===== src/rtl/vending_arbiter_pkg.sv =====
// vending_arbiter_pkg: coin encoding, coin values and arbiter state shared by the vending front end.
package vending_arbiter_pkg;

    typedef enum logic [1:0] {NONE = 2'd0, NICKEL = 2'd1, DIME = 2'd2, QUARTER = 2'd3} coin_t;

    typedef enum logic {IDLE = 1'b0, GRANTED = 1'b1} state_t;

    function automatic logic [4:0] coin_val(coin_t c);
        return (c == QUARTER) ? 5'd5 : {3'b000, c};
    endfunction

endpackage


===== src/rtl/vending_arbiter_if.sv =====
// vending_arbiter_if: customer-side slots and vending-side coin/beverage signals of the arbiter.
interface vending_arbiter_if
    import vending_arbiter_pkg::*;
#(
    parameter int N_CUST   = 4,
    parameter int CNT_BITS = 8
);
    logic [N_CUST-1:0]          cust_coin_valid;
    logic [2*N_CUST-1:0]        cust_coin;
    logic [N_CUST-1:0]          cust_coin_ready;
    logic [N_CUST-1:0]          cust_grant;
    logic [2*N_CUST-1:0]        cust_change;
    logic [N_CUST-1:0]          cust_beverage;
    coin_t                      deposit;
    coin_t                      change;
    logic                       beverage;
    logic                       enable;
    logic [N_CUST*CNT_BITS-1:0] served_cnt;

    modport slave (
        input  cust_coin_valid, cust_coin, change, beverage, enable,
        output cust_coin_ready, cust_grant, cust_change, cust_beverage, deposit, served_cnt
    );

    modport master (
        output cust_coin_valid, cust_coin, change, beverage, enable,
        input  cust_coin_ready, cust_grant, cust_change, cust_beverage, deposit, served_cnt
    );
endinterface


===== src/rtl/vending_arbiter_rr_picker.sv =====
// vending_arbiter_rr_picker: first requesting slot after ptr, wrapping modulo N_CUST.
module vending_arbiter_rr_picker #(
    parameter int N_CUST = 4,
    parameter int IW     = $clog2(N_CUST)
) (
    input  logic [N_CUST-1:0] req,
    input  logic [IW-1:0]     ptr,
    output logic [N_CUST-1:0] pick,
    output logic [IW-1:0]     idx
);
    logic [IW-1:0] sel;

    // Scan from farthest to nearest so the nearest requester overwrites the rest.
    always_comb begin
        pick = '0;
        idx  = '0;
        sel  = '0;
        for (int k = N_CUST; k >= 1; k--) begin
            sel = IW'((int'(ptr) + k) % N_CUST);
            if (req[sel]) begin
                pick      = '0;
                pick[sel] = 1'b1;
                idx       = sel;
            end
        end
    end
endmodule


===== src/rtl/vending_arbiter.sv =====
// vending_arbiter: round-robin share of one vending machine among N_CUST coin slots.
// Define VEND_STATS_EN to build the saturating per-slot served counters.
module vending_arbiter
    import vending_arbiter_pkg::*;
#(
    parameter int N_CUST   = 4,
    parameter int CNT_BITS = 8
) (
    input logic              clock,
    input logic              reset,
    vending_arbiter_if.slave bus
);
    localparam int IW = $clog2(N_CUST);

    state_t            state, state_nx;
    logic [N_CUST-1:0] grant, grant_nx, pick;
    logic [IW-1:0]     rr_ptr, rr_ptr_nx, pick_idx;
    logic [4:0]        net, net_nx;
    logic              started, started_nx, xfer, done;
    coin_t             deposit, deposit_nx, sel_coin;

    vending_arbiter_rr_picker #(.N_CUST(N_CUST)) picker (
        .req  (bus.cust_coin_valid),
        .ptr  (rr_ptr),
        .pick (pick),
        .idx  (pick_idx)
    );

    always_comb begin
        sel_coin = NONE;
        for (int i = 0; i < N_CUST; i++)
            if (grant[i]) sel_coin = coin_t'(bus.cust_coin[2*i +: 2]);
    end

    assign xfer = (|(grant & bus.cust_coin_valid)) & bus.enable;
    // Refund/rejection is complete once every coin in flight has come back and nothing is moving.
    assign done = bus.beverage
                | (started & net == 5'd0 & bus.enable & deposit == NONE & bus.change == NONE);

    always_ff @(posedge clock) begin
        if (reset) begin
            state   <= IDLE;
            grant   <= '0;
            rr_ptr  <= IW'(N_CUST - 1);
            net     <= '0;
            started <= 1'b0;
            deposit <= NONE;
        end else begin
            state   <= state_nx;
            grant   <= grant_nx;
            rr_ptr  <= rr_ptr_nx;
            net     <= net_nx;
            started <= started_nx;
            deposit <= deposit_nx;
        end
    end

    always_comb begin
        state_nx   = state;
        grant_nx   = grant;
        rr_ptr_nx  = rr_ptr;
        net_nx     = net;
        started_nx = started;
        deposit_nx = xfer ? sel_coin : NONE;
        if (state == IDLE) begin
            if (|bus.cust_coin_valid) begin
                state_nx  = GRANTED;
                grant_nx  = pick;
                rr_ptr_nx = pick_idx;
            end
        end else if (done) begin
            state_nx   = IDLE;
            grant_nx   = '0;
            net_nx     = '0;
            started_nx = 1'b0;
        end else begin
            net_nx     = net + (xfer ? coin_val(sel_coin) : 5'd0) - coin_val(bus.change);
            started_nx = started | xfer;
        end
    end

    assign bus.deposit         = deposit;
    assign bus.cust_grant      = grant;
    assign bus.cust_coin_ready = grant & {N_CUST{bus.enable}};
    assign bus.cust_beverage   = grant & {N_CUST{bus.beverage}};

    for (genvar g = 0; g < N_CUST; g++) begin : g_route
        assign bus.cust_change[2*g +: 2] = grant[g] ? bus.change : NONE;
    end

`ifdef VEND_STATS_EN
    for (genvar g = 0; g < N_CUST; g++) begin : g_cnt
        logic [CNT_BITS-1:0] cnt;
        always_ff @(posedge clock) begin
            if (reset) cnt <= '0;
            else if (bus.beverage & grant[g] & ~&cnt) cnt <= cnt + 1'b1;
        end
        assign bus.served_cnt[g*CNT_BITS +: CNT_BITS] = cnt;
    end
`else
    assign bus.served_cnt = '0;
`endif
endmodule

===== src/flat_wrapper.sv =====
// flat-port wrapper written by rule: the top's interface ports become plain ports
module vending_arbiter_flat import vending_arbiter_pkg::*;
#(
    parameter int N_CUST   = 4,
    parameter int CNT_BITS = 8
)
  (clock, reset, bus_cust_coin_valid, bus_cust_coin, bus_change, bus_beverage, bus_enable, bus_cust_coin_ready, bus_cust_grant, bus_cust_change, bus_cust_beverage, bus_deposit, bus_served_cnt);
  vending_arbiter_if #(.N_CUST(N_CUST), .CNT_BITS(CNT_BITS)) bus_i ();
  input logic clock;
  input logic reset;
  input wire logic [$bits(bus_i.cust_coin_valid)-1:0] bus_cust_coin_valid;
  input wire logic [$bits(bus_i.cust_coin)-1:0] bus_cust_coin;
  input wire logic [$bits(bus_i.change)-1:0] bus_change;
  input wire logic [$bits(bus_i.beverage)-1:0] bus_beverage;
  input wire logic [$bits(bus_i.enable)-1:0] bus_enable;
  output wire logic [$bits(bus_i.cust_coin_ready)-1:0] bus_cust_coin_ready;
  output wire logic [$bits(bus_i.cust_grant)-1:0] bus_cust_grant;
  output wire logic [$bits(bus_i.cust_change)-1:0] bus_cust_change;
  output wire logic [$bits(bus_i.cust_beverage)-1:0] bus_cust_beverage;
  output wire logic [$bits(bus_i.deposit)-1:0] bus_deposit;
  output wire logic [$bits(bus_i.served_cnt)-1:0] bus_served_cnt;
  assign bus_i.cust_coin_valid = bus_cust_coin_valid;
  assign bus_i.cust_coin = bus_cust_coin;
  assign bus_i.change = bus_change;
  assign bus_i.beverage = bus_beverage;
  assign bus_i.enable = bus_enable;
  assign bus_cust_coin_ready = bus_i.cust_coin_ready;
  assign bus_cust_grant = bus_i.cust_grant;
  assign bus_cust_change = bus_i.cust_change;
  assign bus_cust_beverage = bus_i.cust_beverage;
  assign bus_deposit = bus_i.deposit;
  assign bus_served_cnt = bus_i.served_cnt;
  vending_arbiter #(.N_CUST(N_CUST), .CNT_BITS(CNT_BITS)) u_core (.clock(clock), .reset(reset), .bus(bus_i));
endmodule

===== config.mk =====
export PLATFORM = sky130hd
export DESIGN_NAME = vending_arbiter_flat
export DESIGN_NICKNAME = d
export VERILOG_FILES = /design/src/rtl/vending_arbiter_pkg.sv /design/src/rtl/vending_arbiter_if.sv /design/src/rtl/vending_arbiter_rr_picker.sv /design/src/rtl/vending_arbiter.sv /design/src/flat_wrapper.sv
export SDC_FILE = /design/constraint.sdc
export NUM_CORES = 1
export LEC_CHECK = 0
export CELL_PAD_IN_SITES_DETAIL_PLACEMENT = 0
export CELL_PAD_IN_SITES_GLOBAL_PLACEMENT = 2
export CORE_MARGIN = 4
export CORE_UTILIZATION = 25
export CTS_BUF_LIST = sky130_fd_sc_hd__clkbuf_8
export DETAILED_ROUTE_END_ITERATION = 7
export PLACE_DENSITY = 0.87
export SLEW_MARGIN = 25
export SYNTH_ARGS = -nofsm -noshare
export SYNTH_HDL_FRONTEND = slang
export SYNTH_SLANG_ARGS = --single-unit
export TNS_END_PERCENT = 5

===== constraint.sdc =====
create_clock -name clock -period 4.25 [get_ports clock]
set_input_delay 0.6375 -clock clock [delete_from_list [all_inputs] [get_ports clock]]
set_output_delay 0.6375 -clock clock [all_outputs]
set_load 0.005 [all_outputs]

Yosys cells after proc, flatten, opt, wreduce, memory -nomap -nowiden
Cells that the tools add are included.
Widths: inputs -> output; s select.
{"block": "word_totals", "register_bits": 15, "latch_bits": 0, "mem_bits_rw": 0, "mem_bits_ro": 0, "input_bits": 18, "output_inout_bits": 54, "word_cells": 91, "mem_count": 0}
{"block": "op_classes", "addsub": 6, "mul": 0, "div": 0, "magnitude_cmp": 8, "n_eq_ne": 3, "shifts": 0, "n_mux": 43, "n_bitwise": 12, "n_reduce_logical": 13}
{"cell": "$mux 4", "count": 7}
{"cell": "$mux 2", "count": 12}
{"cell": "$and 4x4->4", "count": 3}
{"cell": "$lt 2x3->1 const B", "count": 4}
{"cell": "$mux 1", "count": 12}
{"cell": "$mux 5", "count": 2}
{"cell": "$bmux 1 s2", "count": 4}
{"cell": "$demux 1 s2", "count": 4}
{"cell": "$ge 2x1->1 const B", "count": 4}
{"cell": "$reduce_or 4->1", "count": 2}
{"cell": "$mux 3", "count": 2}
{"cell": "$add 5x5->5", "count": 1}
{"cell": "$and 1x1->1", "count": 5}
{"cell": "$logic_not 5->1", "count": 1}
{"cell": "$sub 5x5->5", "count": 1}
{"cell": "$add 2x1->2 const B", "count": 2}
{"cell": "$add 2x2->2 const B", "count": 2}
{"cell": "$eq 2x2->1 const B", "count": 2}
{"cell": "$logic_and 1x1->1", "count": 4}
{"cell": "$logic_not 2->1", "count": 2}
{"cell": "$reduce_and 2->1", "count": 2}
{"cell": "$ne 2x2->1 const B", "count": 1}
{"cell": "$not 1->1", "count": 2}
{"cell": "$or 1x1->1", "count": 2}
{"cell": "other kinds (2)", "count": 2}

Longest topological paths before layout
{"block": "depth", "ltp_word": 11, "ltp_mapped": 12, "ltp_nobuf": 11}

Hierarchy
Synthesis repeated with hierarchy kept, for this count alone.
{"block": "hier_totals", "hier_cells": 221, "area_unflattened_um2": 1809.2}
{"mod": "vending_arbiter", "instances": 1, "cells_each": 160, "area_each_um2": 1315.0, "seq_area_each_um2": 300.3}
{"mod": "vending_arbiter_rr_picker", "instances": 1, "cells_each": 61, "area_each_um2": 494.2, "seq_area_each_um2": 0.0}

Worst setup path after synthesis
OpenSTA, ideal clock, no wires.
{"block": "synth_timing", "path_kind": "input to register", "startpoint": "input port bus_cust_coin[3]", "endpoint": "register u_core.net[4]", "setup_time_ns": 0.069, "arrival_time_ns": 3.115, "required_ns": 4.181, "slack_ns": 1.066, "cell_stages": 11, "n_path_buf": 0, "path_cell_list": "a21oi_1 -> a221o_1 -> a21oi_1 -> nand2_1 -> fa_1 -> inv_1 -> fa_1 -> and3_1 -> or3_1 -> a211o_1 -> o21ai_1"}
{"block": "synth_between", "elab_chain_cells": 9}
{"item": "from (decl)", "line_no": "flat_wrapper.sv:12", "source": "input wire logic [$bits(bus_i.cust_coin)-1:0] bus_cust_coin;"}
{"item": "$mux 2 (*) (3 in a row)", "line_no": "vending_arbiter.sv:32", "source": "if (grant[i]) sel_coin = coin_t'(bus.cust_coin[2*i +: 2]);"}
{"item": "$eq 2x2->1", "line_no": "vending_arbiter_pkg.sv:9", "source": "return (c == QUARTER) ? 5'd5 : {3'b000, c};"}
{"item": "$mux 3 (*)", "line_no": "vending_arbiter_pkg.sv:9"}
{"item": "$mux 5 (*)", "line_no": "vending_arbiter.sv:77", "source": "net_nx = net + (xfer ? coin_val(sel_coin) : 5'd0) - coin_val(bus.change);"}
{"item": "$add 5x5->5 (*)", "line_no": "vending_arbiter.sv:77"}
{"item": "$sub 5x5->5 (*)", "line_no": "vending_arbiter.sv:77"}
{"item": "$mux 5 (*)", "line_no": "vending_arbiter.sv:71", "source": "end else if (done) begin"}
{"item": "to (signal assigned)", "line_no": "vending_arbiter.sv:52", "source": "net <= net_nx;"}
{"item": "to (decl)", "line_no": "vending_arbiter.sv:18", "source": "logic [4:0] net, net_nx;"}
Mark *: on every way between the ends. The rest lies on a longest branch, timed or not.
A chain may end at the register's enable or synchronous reset.

Final worst setup path
{"block": "layout_timing", "startpoint": "input port bus_cust_coin_valid[2]", "endpoint": "register u_core.net[4]"}
{"block": "layout_between", "elab_chain_cells": 7}
{"item": "from (decl)", "line_no": "flat_wrapper.sv:11", "source": "input wire logic [$bits(bus_i.cust_coin_valid)-1:0] bus_cust_coin_valid;"}
{"item": "$and 4x4->4", "line_no": "vending_arbiter.sv:35", "source": "assign xfer = (|(grant & bus.cust_coin_valid)) & bus.enable;"}
{"item": "$reduce_or 4->1", "line_no": "vending_arbiter.sv:35"}
{"item": "$and 1x1->1", "line_no": "vending_arbiter.sv:35"}
{"item": "$mux 5", "line_no": "vending_arbiter.sv:77"}
{"item": "$add 5x5->5", "line_no": "vending_arbiter.sv:77"}
{"item": "$sub 5x5->5", "line_no": "vending_arbiter.sv:77"}
{"item": "$mux 5", "line_no": "vending_arbiter.sv:71"}
Every way passes these cells.

==> results summary <==
The prevailing post-synth register cell is sky130_fd_sc_hd__dfxtp_1. The clock latency reported for the late side of the worst-skew pair came out at 0.25 ns. TritonCTS built the clock tree. The netlist area before placement is 1760 µm². The multiplexer fraction of the synthesized cell area is 0.0625. The worst clock skew on the final layout is 0.000816 ns.

The final design instance area without fill is 2110 µm². The first TritonRoute pass finished after 4 iterations. The worst hold slack came out at 0.475 ns. The number of warning messages in the yosys log came out at 0. The per-cell routed wire length is 12.7 µm. The first global-routing pass estimated 6620 µm of wire. The mean instance size in the synthesized netlist came out at 8.44 µm².

The total global routing overflow is 0. Of the total synthesized cell area, the portion taken by XOR and XNOR cells is 0.00994. The initial utilization of the core area, before any placement, comes to 0.258. The number of nets at the end of the flow is 276.

The post-CTS clock slew at the launch and capture registers of the worst setup and hold paths is 0.06 ns. The signal on the critical path passes through clkdlybuf4s50_1 -> a22o_1 -> o21ai_1 -> a21oi_1 -> nand2_1 -> fa_1 -> inv_1 -> fa_1 -> and3_1 -> or3_1 -> a211o_1 -> o21ai_1. The power dissipated by switching net loads is 0.000271 W. The critical path data required time is 4.43 ns.

The count of mapped cells out of synthesis came out at 209. Once layout is complete, the utilization of the core stands at 0.309. At the placement stage, the worst setup path has a slack of 0.357 ns. Of the total power, the clock network draws 0.167. The top cell types in the final layout, fill and taps aside, are 39 x sky130_fd_sc_hd__clkdlybuf4s50_1, 32 x sky130_fd_sc_hd__conb_1, 17 x sky130_fd_sc_hd__inv_1. The slew of the pin with the lowest slew margin is 0.748 ns. After clock tree synthesis, the setup repair step added 0 buffers. By area the synthesized netlist is led by sky130_fd_sc_hd__dfxtp_1 17%, sky130_fd_sc_hd__buf_4 14%, sky130_fd_sc_hd__ha_1 9.2%, sky130_fd_sc_hd__and2_1 5.7%, sky130_fd_sc_hd__a221o_1 5.1%. The horizontal die dimension came out at 92.0 µm. The number of hold violations in the final report was 0. The cell area after placement is 2060 µm². The power density of the placed cells came out at 330 nW/µm². The arrival time of the worst setup path is 3.82 ns. The violation count after the first detailed-routing iteration is 79. The depth of the worst hold-timing path came out at 2. The largest delay contributor family on the critical path is adder cells.

The number of vias per cell is 4.36. The count of nets left with antenna violations once routing finished came out at 0. Buffers inserted to repair hold after CTS numbered 0. The leakage power is 0.890 nW. The final critical path time including I/O delays and setup is 3.64 ns.

The area of the placeable core is 6830 µm². The total half-perimeter wirelength after legalization and detailed placement came out at 3300 µm. In this run the worst setup path begins at bus_cust_coin_valid[2]. After synthesis, the largest family of logic cells by area is buffers and inverters. From synthesis to final layout, the design area changed by 19.7%. Dividing the final minimum period by the clock period gives 0.856.

In this run the tightest slew margin relative to its limit is 0.500. The TritonCTS buffer count is 3. STA classifies the critical path endpoint as a flop. The share of final-layout standard cells stronger than drive strength 1 is 0.0539. Setup repair after global routing left no endpoint under its margin. The total negative slack for setup checks is 0 ns. The startpoint identified for the worst hold timing path is u_core.net[0]$_SDFFE_PP0P_.

The tightest min-delay check is of the flop to flop type. The final number of max-transition violations came out at 0. The top-area cell type share of the netlist area came out at 0.170. In the routed design, unresolved DRC markers number 0.

The count of instances resized after the clock tree is built came out at 0. The count of final setup violators is 0. The worst setup path is launched from an input port.

The area fraction in compound gates after synthesis is 0.194. The cell-internal power is 0.000425 W. Along the worst path, the maximum fanout reaches 9. The final critical-path setup slack is 0.613 ns. The flow ran to the end, and the final reports show no timing, DRC or antenna violations. CTS built an H-tree with a depth of 1. The share of flip-flops with an asynchronous set or reset came out at 0. The initial antenna violation count came out at 0. The total I/O pin count is 72.

Yosys mapped a number of flops with a built-in enable equal to 0. The number of global-route vias before repair is 1300. No sink is reached through more buffers than the 2 on the longest clock path. The length in cells of the worst reg-to-reg path came out at 11. The total number of clock tree sinks is 15. The cell chosen for the clock root is sky130_fd_sc_hd__clkbuf_8. The total wire length is 4270 µm. The leading cell type in the layout, fill and taps excluded is sky130_fd_sc_hd__clkdlybuf4s50_1. The maximum resistive drop on vdd came out at 0.000121 V. In this run, synthesis produced a sequential element count of 15.

The max-capacitance violation count came out at 0. In this run, distinct cell masters in the synthesized netlist total 49. The die is 92.0 µm tall. The combinational share of power is 0.524.

The simple-gate area share of the yosys netlist came out at 0.212. Entering global routing, the biggest net connects 21 pins. The sequential share of the synthesized area is 0.170. In this run the critical register-to-register path is launched from u_core.bus.cust_grant[1]$_SDFFE_PP0P_.

Together, buffers and inverters on the worst path number 2. The sequential group share of total power came out at 0.309. 0 antenna diodes ended up in the layout. The routability congestion estimate from global placement is 0.810. The cell with the largest stage delay on the worst path is sky130_fd_sc_hd__clkdlybuf4s50_1. The die covers 8460 µm². The setup path with the least slack is of type input port to flop.

After floorplanning, the core was divided into 30 placement rows. The overall global routing resource usage came out at 0.0978. The net switching fraction of the power came out at 0.389. The total number of vias is 1468.

Of all cell types, the one taking the most synthesized area is sky130_fd_sc_hd__dfxtp_1. Buffers placed on the I/O ports in this run total 39. The achievable clock frequency came out at 275 MHz. The delay of the slowest cell on the worst path is 0.64 ns.

Of the total synthesized cell area, the portion taken by full adders, half adders and majority gates is 0.126. The path length in cells of the critical path came out at 12.
cell usage after synthesis, types with 3 or more instances:
cell,n
sky130_fd_sc_hd__and3_1,4
sky130_fd_sc_hd__a31oi_1,3
sky130_fd_sc_hd__fa_1,3
sky130_fd_sc_hd__buf_4,32
sky130_fd_sc_hd__nand3_1,5
sky130_fd_sc_hd__a2111oi_0,3
sky130_fd_sc_hd__nor2_1,6
sky130_fd_sc_hd__ha_1,13
sky130_fd_sc_hd__dfxtp_1,15
sky130_fd_sc_hd__clkbuf_1,4
sky130_fd_sc_hd__a221o_1,9
sky130_fd_sc_hd__a21o_1,3
sky130_fd_sc_hd__nor3b_1,3
sky130_fd_sc_hd__nand2_1,10
sky130_fd_sc_hd__nor2b_1,7
sky130_fd_sc_hd__mux4_2,4
sky130_fd_sc_hd__and2_1,16
sky130_fd_sc_hd__buf_6,3
sky130_fd_sc_hd__nor3_1,4
sky130_fd_sc_hd__a21oi_1,11
sky130_fd_sc_hd__inv_1,16
final timing paths:
kind,to,slack [ns]
worst max-delay path,u_core.net[4]$_SDFFE_PP0P_,0.61
worst min-delay path,u_core.net[0]$_SDFFE_PP0P_,0.48
worst max register to register,u_core.net[4]$_SDFFE_PP0P_,0.96
worst min register to register,u_core.net[0]$_SDFFE_PP0P_,0.48
final cells by class:
type                            count  area, µm²
Fill cell                         762       4720
Multi-Input combinational cell    166       1190
Timing Repair Buffer               40        398
Sequential cell                    15        300
Tap cell                           96        120
Inverter                           16       60.1
Clock buffer                        3       41.3
Clock inverter                      1       3.75
cells by family after synthesis:
group / Yosys count
simple gates: 65
buf+inv: 59
compound gates: 45
fa+ha+maj: 16
flops: 15
mux: 6
xor+xnor: 2
other cells: 1
registers in the layout, indices dropped and copies added, names as in the netlist:
signal and count:
u_core.net 5, u_core.bus.cust_grant 4, u_core.bus.deposit 2, u_core.rr_ptr 2, u_core.started 1, u_core.state 1
worst min-delay path: cells and delay by family, from the launching register on:
| kind | cells | cell delay (ns) |
|---|---|---|
| DFF | 1 | 0.32 |
| AOI/OAI and AO/OA | 1 | 0.05 |
| and+or+nand+nor | 1 | 0.06 |
metrics by stage:
stage                     power [W]  instances
after floorplan            0.000485        240
after global placement     0.000583        333
after detailed placement   0.000586        333
after CTS                  0.000704        337
after global routing       0.000755        337
final                      0.000697        337
routing by layer:
metal | global-route usage | part of all wire
met5 | 0 | 0
met4 | 0.0408 | 0.017
met3 | 0.0131 | 0.060
met2 | 0.155 | 0.45
met1 | 0.133 | 0.48
power by group through the flow:
stage / logic, W / clock network (W) / registers, W
detailed placement: 0.000366 / 0 / 0.000220
floorplan: 0.000303 / 0 / 0.000182
global route: 0.000405 / 0.000128 / 0.000222
CTS: 0.000367 / 0.000121 / 0.000217
finish: 0.000365 / 0.000116 / 0.000215
global placement: 0.000365 / 0 / 0.000218
Note: power is estimated with default switching activity, not from simulation.
==> variant 1, RTL diff (same settings) <==
`CNT_BITS` is set to 8 in 3 places; all go to 10.
--- a/src/rtl/vending_arbiter_if.sv
+++ b/src/rtl/vending_arbiter_if.sv
@@ -3,7 +3,7 @@
     import vending_arbiter_pkg::*;
 #(
     parameter int N_CUST   = 4,
-    parameter int CNT_BITS = 8
+    parameter int CNT_BITS = 10
 );
     logic [N_CUST-1:0]          cust_coin_valid;
     logic [2*N_CUST-1:0]        cust_coin;
--- a/src/rtl/vending_arbiter.sv
+++ b/src/rtl/vending_arbiter.sv
@@ -4,7 +4,7 @@
     import vending_arbiter_pkg::*;
 #(
     parameter int N_CUST   = 4,
-    parameter int CNT_BITS = 8
+    parameter int CNT_BITS = 10
 ) (
     input logic              clock,
     input logic              reset,
--- a/src/flat_wrapper.sv
+++ b/src/flat_wrapper.sv
@@ -2,7 +2,7 @@
 module vending_arbiter_flat import vending_arbiter_pkg::*;
 #(
     parameter int N_CUST   = 4,
-    parameter int CNT_BITS = 8
+    parameter int CNT_BITS = 10
 )
   (clock, reset, bus_cust_coin_valid, bus_cust_coin, bus_change, bus_beverage, bus_enable, bus_cust_coin_ready, bus_cust_grant, bus_cust_change, bus_cust_beverage, bus_deposit, bus_served_cnt);
   vending_arbiter_if #(.N_CUST(N_CUST), .CNT_BITS(CNT_BITS)) bus_i ();
Ports: changed (resized bus_served_cnt); port bits go from 72 to 80. No check against the original RTL was run, so the function may have changed too.
==> variant 1 against the original RTL <==
Critical path depth unchanged; final area up 1.5%; count of clock-buffer cells in the layout unchanged; worst setup slack better by 0.049 ns; critical endpoint unchanged; final cell count up 2.4%; synthesized area up 3.4%; hold slack better by 0.0020 ns; first-iteration DRC count down 34%; maximum frequency up 1.4%; routed wire length up 4.5%; utilization down 0.050 points; sequential cell count unchanged; total power up 1.8%; die area up 3.1%.
==> variant 1: results (changes against the original RTL) <==
** Detailed routing
- Routed len/inst :: 12.9 µm (+2.1%)
- The routed wire length on met2 is 1990 µm (+4.1%).
- Post-Route WL :: 4460 µm (+4.5%)
- The met1 layer wirelength in the final routing is 2030 µm (about the same).
- Via Count :: 1555 (+5.9%)
- Routed length on met3 :: 399 µm (+55%)
- The initial detailed-routing violation count is 52 (-34%).

** Power
- Combinational gate power :: 385 µW (+5.5%)
- The power share of the clock group was 0.169 (+0.002).
- The power per standard cell area was 331 mW/mm² (+0.32%).
- The maximum vdd ir drop came to 0.000171 V (+41%).
- Static leakage :: 0.914 nW (+2.7%)
- The total net switching power was 280 µW (+3.3%).

** GRT
- Global-route met1 utilization :: 0.142 (+0.00830)
- The met3 global-route usage came to 0.0193 (+0.00618).
- The met2 capacity usage during global routing came to 0.154 (-0.000838).
- The number of global-route vias before repair was 1366 (+5.1%).
- GRT Util Overall :: 0.101 (+0.00294)
- The wire length of the first global-routing pass was 7090 µm (+7.1%).

** Synth
- The share of async-settable or async-resettable flops after synthesis came to 0 (unchanged).
- Top cells by count, synth :: sky130_fd_sc_hd__buf_4, sky130_fd_sc_hd__and2_1, sky130_fd_sc_hd__inv_1
- Main flop type after synthesis :: sky130_fd_sc_hd__dfxtp_1
- The average instance area after synthesis was 8.40 µm² (-0.41%).
- Register area share after synthesis :: 0.165 (-0.00561)
- By area the synthesized netlist is led by sky130_fd_sc_hd__buf_4, sky130_fd_sc_hd__dfxtp_1, sky130_fd_sc_hd__ha_1, sky130_fd_sc_hd__and2_1, sky130_fd_sc_hd__a221o_1.
- The number of distinct library cells after synthesis was 49 (unchanged).

** STA
- Min cycle time layout :: 3.59 ns (-0.0485 ns)
- The worst clock skew came to 0.00684 ns (+0.00602 ns).
- Transition time of the tightest slew-check pin :: 0.820 ns (+0.0729 ns)
- Final hold slack :: 0.477 ns (+0.00204 ns)

** Setup path
- Crit Reg-Reg Startpoint :: u_core.bus.cust_grant[1]
- In this run the critical register-to-register path is captured at u_core.net[4].

** Cells and area
- The area of the multi-input gates was 0.00122 mm² (+2.5%).
- Count of multi-input combinational gates :: 174 (+4.8%)
- The area share of buffers outside the clock network was 0.186 (-0.00276).
- Clock Network Area Fraction :: 0.0216 (+0.000272)
- The layout filler cell count came to 735 (-3.5%).
- The share of cells above drive strength 1 is 0.0562 (+0.00228).
- The multi-input gate share of the layout cell area was 0.568 (+0.00581).
- Post-layout nets :: 284 (+2.9%)
- The number of signal-net buffers in the layout came to 40 (unchanged).

** Place
- The worst slack at placement came to 0.400 ns (+0.0428 ns).
- Post-detailed-placement half-perimeter wirelength :: 3390 µm (+2.8%)
- The final RePlAce weighted congestion was 0.812 (+0.28%).
- The cell total after placement was 341 (+2.4%).
- Cell area after placement :: 0.00209 mm² (+1.5%)

** Run status
- The run finished with clean final reports.

** Min path
- Number of stages on the worst hold path :: 2 (unchanged)

** Clocking
- Resize count post-CTS :: 0 (unchanged)
- Max H-tree Level :: 1 (unchanged)

** Floorplanning
- Core region area :: 0.00694 mm² (+1.6%)
-- variant 1: logic make-up after synthesis --
family                     Yosys count  synth area share
buffers and inverters               67             0.248
and+or+nand+nor                     65             0.205
AOI/OAI and AO/OA                   45             0.187
adders and majority gates           16             0.122
DFF                                 15             0.165
muxes                                6            0.0604
xor gates and xnor gates             2           0.00961
other                                1           0.00206
-- variant 1: critical path, cell delays in order --
cell,delay [ns]
sky130_fd_sc_hd__clkdlybuf4s50_1,0.62
sky130_fd_sc_hd__a22o_1,0.19
sky130_fd_sc_hd__o21ai_1,0.14
sky130_fd_sc_hd__a21oi_1,0.16
sky130_fd_sc_hd__nand2_1,0.09
sky130_fd_sc_hd__fa_1,0.50
sky130_fd_sc_hd__inv_1,0.06
sky130_fd_sc_hd__fa_1,0.45
sky130_fd_sc_hd__and3_1,0.17
sky130_fd_sc_hd__or3_1,0.36
sky130_fd_sc_hd__a211o_1,0.30
sky130_fd_sc_hd__o21ai_1,0.10
==> variant 2, RTL diff (same flow settings) <==
Without the edit above. Add a define of `VEND_STATS_EN`.
--- a/src/rtl/vending_arbiter.sv
+++ b/src/rtl/vending_arbiter.sv
@@ -1,5 +1,7 @@
 // vending_arbiter: round-robin share of one vending machine among N_CUST coin slots.
 // Define VEND_STATS_EN to build the saturating per-slot served counters.
+`define VEND_STATS_EN
+
 module vending_arbiter
     import vending_arbiter_pkg::*;
 #(
Behaviour: not the same (a bounded check fails within 4 cycles, from zero or initial values and one cycle with reset high).
==> variant 2 against the original RTL <==
Sequential share of layout area rose by 9.7 points; sequential power rose by 140%; final area rose by 87%; critical path depth did not move; worst setup slack got worse by 0.0050 ns; critical endpoint unchanged; utilization rose by 3.2 points; routed wire length rose by 92%; sequential cell count rose by 32; total power rose by 77%; synthesized area rose by 70%.
==> variant 2: results (changes against the original RTL) <==
** Synth
- The instance count of the mapped netlist came to 352 (+68%).
- Share of synthesized flip-flops with an asynchronous set or reset :: 0 (unchanged)
- Register area share after synthesis :: 0.313 (+0.143)
- Sorting the synthesized cells by area gives the leading types as sky130_fd_sc_hd__dfxtp_1, sky130_fd_sc_hd__ha_1, sky130_fd_sc_hd__a21oi_1, sky130_fd_sc_hd__and2_1, sky130_fd_sc_hd__a221o_1.
- After synthesis, the most frequently instantiated cells are sky130_fd_sc_hd__dfxtp_1, sky130_fd_sc_hd__a21oi_1, sky130_fd_sc_hd__nor2_1.
- The number of distinct library cells after synthesis was 51 (+4.1%).

** GRT
- The number of global-route vias before repair is 2676 (+110%).
- GRT Util Overall :: 0.116 (+0.0182)
- Pin count of the biggest net entering global routing :: 49 (+130%)
- First-pass GRT wire length :: 13600 µm (+110%)

** Detailed routing
- The via total after detailed routing came to 2823 (+92%).
- Drt initial violations :: 184 (+130%)
- The routed wire length was 8200 µm (+92%).

** STA
- Final hold slack :: 0.502 ns (+0.0272 ns)
- The remaining max-slew budget at the tightest pin is 0.386 (-0.114).

** Cells and area
- Largest register by flop count :: u_core.g_cnt.cnt
- The number of cells in the finished layout apart from fillers is 560 (+66%).
- Post-layout nets :: 454 (+64%)
- Share of final-layout standard cells stronger than drive strength 1 :: 0.0576 (+0.00361)
- The flip-flop count of the largest register after layout came to 32 (+27).

** Place
- Cell area after placement :: 0.00383 mm² (+86%)
- Port bufs :: 71 (+82%)
- The post-DP HPWL is 6090 µm (+85%).
- Setup slack at placement :: 0.263 ns (-0.0945 ns)
- The final RePlAce weighted congestion is 0.805 (-0.63%).
- The cell total after placement came to 552 (+66%).

** Clocking
- The clock transition time at the flip-flop clock pins of the worst setup and hold paths came to 0.09 ns (+0.03 ns).
- The post-CTS setup repair buffer count came to 0 (unchanged).
- The number of buffers added by the clock tree synthesis step came to 5 (+2).
- Max H-tree Level :: 2 (+1)
- Clock Latency Late Sink :: 0.30 ns (+0.05 ns)

** Run status
- The run finished with clean final reports.

** Power
- The leakage power of the design came to 1.46 nW (+64%).
- Largest vdd supply drop :: 0.000163 V (+35%)
- The proportion of total power due to net switching is 0.328 (-0.0614).

** Setup path
- The data arrival time of the critical path came to 3.86 ns (+0.04 ns).
- CP max FO :: 11 (+2)
- The minimum setup slack among reg-to-reg paths is 0.88 ns (-0.08 ns).

** Min path
- Start point of the worst hold path :: u_core.g_cnt[3].cnt[7]
[variant 2: final cells by class]
type / instances / area (µm²)
Multi-Input combinational cell: 267 / 1900
Fill cell: 1193 / 7630
Sequential cell: 47 / 941
Clock buffer: 7 / 96.3
Inverter: 20 / 75.1
Tap cell: 143 / 179
Clock inverter: 1 / 7.51
Timing Repair Buffer: 75 / 736
[variant 2: worst max path at each step]
| stage | slack (ns) | cells after the start | endpoint | startpoint |
|---|---|---|---|---|
| after detailed placement | 0.26 | 12 | u_core.net[4] | bus_cust_coin_valid[3] |
| after global routing | 0.38 | 12 | u_core.net[4] | bus_cust_coin_valid[3] |
| after global placement | 0.39 | 12 | u_core.net[4] | bus_cust_coin_valid[3] |
| final | 0.61 | 12 | u_core.net[4] | bus_cust_coin_valid[3] |
| after CTS | 0.59 | 12 | u_core.net[4] | bus_cust_coin_valid[3] |
| after floorplan | 1.05 | 12 | u_core.net[4] | bus_cust_coin_valid[2] |
[variant 2: critical path: stages]
cell                              delay (ns)
sky130_fd_sc_hd__clkdlybuf4s50_1        0.65
sky130_fd_sc_hd__a22o_1                 0.18
sky130_fd_sc_hd__o21ai_0                0.17
sky130_fd_sc_hd__a21oi_1                0.26
sky130_fd_sc_hd__nand2_1                0.11
sky130_fd_sc_hd__fa_1                   0.50
sky130_fd_sc_hd__inv_1                  0.06
sky130_fd_sc_hd__fa_1                   0.45
sky130_fd_sc_hd__nand3_1                0.12
sky130_fd_sc_hd__a21oi_1                0.08
sky130_fd_sc_hd__or4b_1                 0.50
sky130_fd_sc_hd__a31oi_1                0.13
[variant 2: per-layer routing]
layer | track usage | wire length (µm) | up-vias
met1 | 0.152 | 3850 | 1335
met5 | 0 | 0 | -
met4 | 0.0220 | 42 | 0
li1 | - | - | 1413
met3 | 0.0264 | 358 | 4
met2 | 0.198 | 3950 | 71
[variant 2: cells by family (layout without fill, tap and decap cells)]
family,count (synthesis),after routing,synth area share
XOR/XNOR,12,12,0.0350
flip-flops,47,47,0.313
adder cells (fa/ha/maj),20,20,0.0909
buffers and inverters,38,103,0.0525
multiplexers,15,15,0.0679
AND/OR/NAND/NOR,140,140,0.255
AO/OA/AOI/OAI,80,80,0.186
[variant 2: power by group through the flow]
stage          combinational, mW  sequential [mW]  clock [mW]
2_1_floorplan              0.280            0.497           0
3_3_place_gp               0.401            0.532           0
3_5_place_dp               0.408            0.533           0
4_1_cts                    0.410            0.522       0.322
5_1_grt                    0.454            0.529       0.337
6_report                   0.406            0.521       0.304
[variant 2: metrics by stage]
stage / total power, mW / utilization
6_report: 1.23 / 0.340
5_1_grt: 1.32 / 0.340
4_1_cts: 1.25 / 0.340
3_5_place_dp: 0.941 / 0.331
3_3_place_gp: 0.933 / 0.331
2_1_floorplan: 0.777 / -
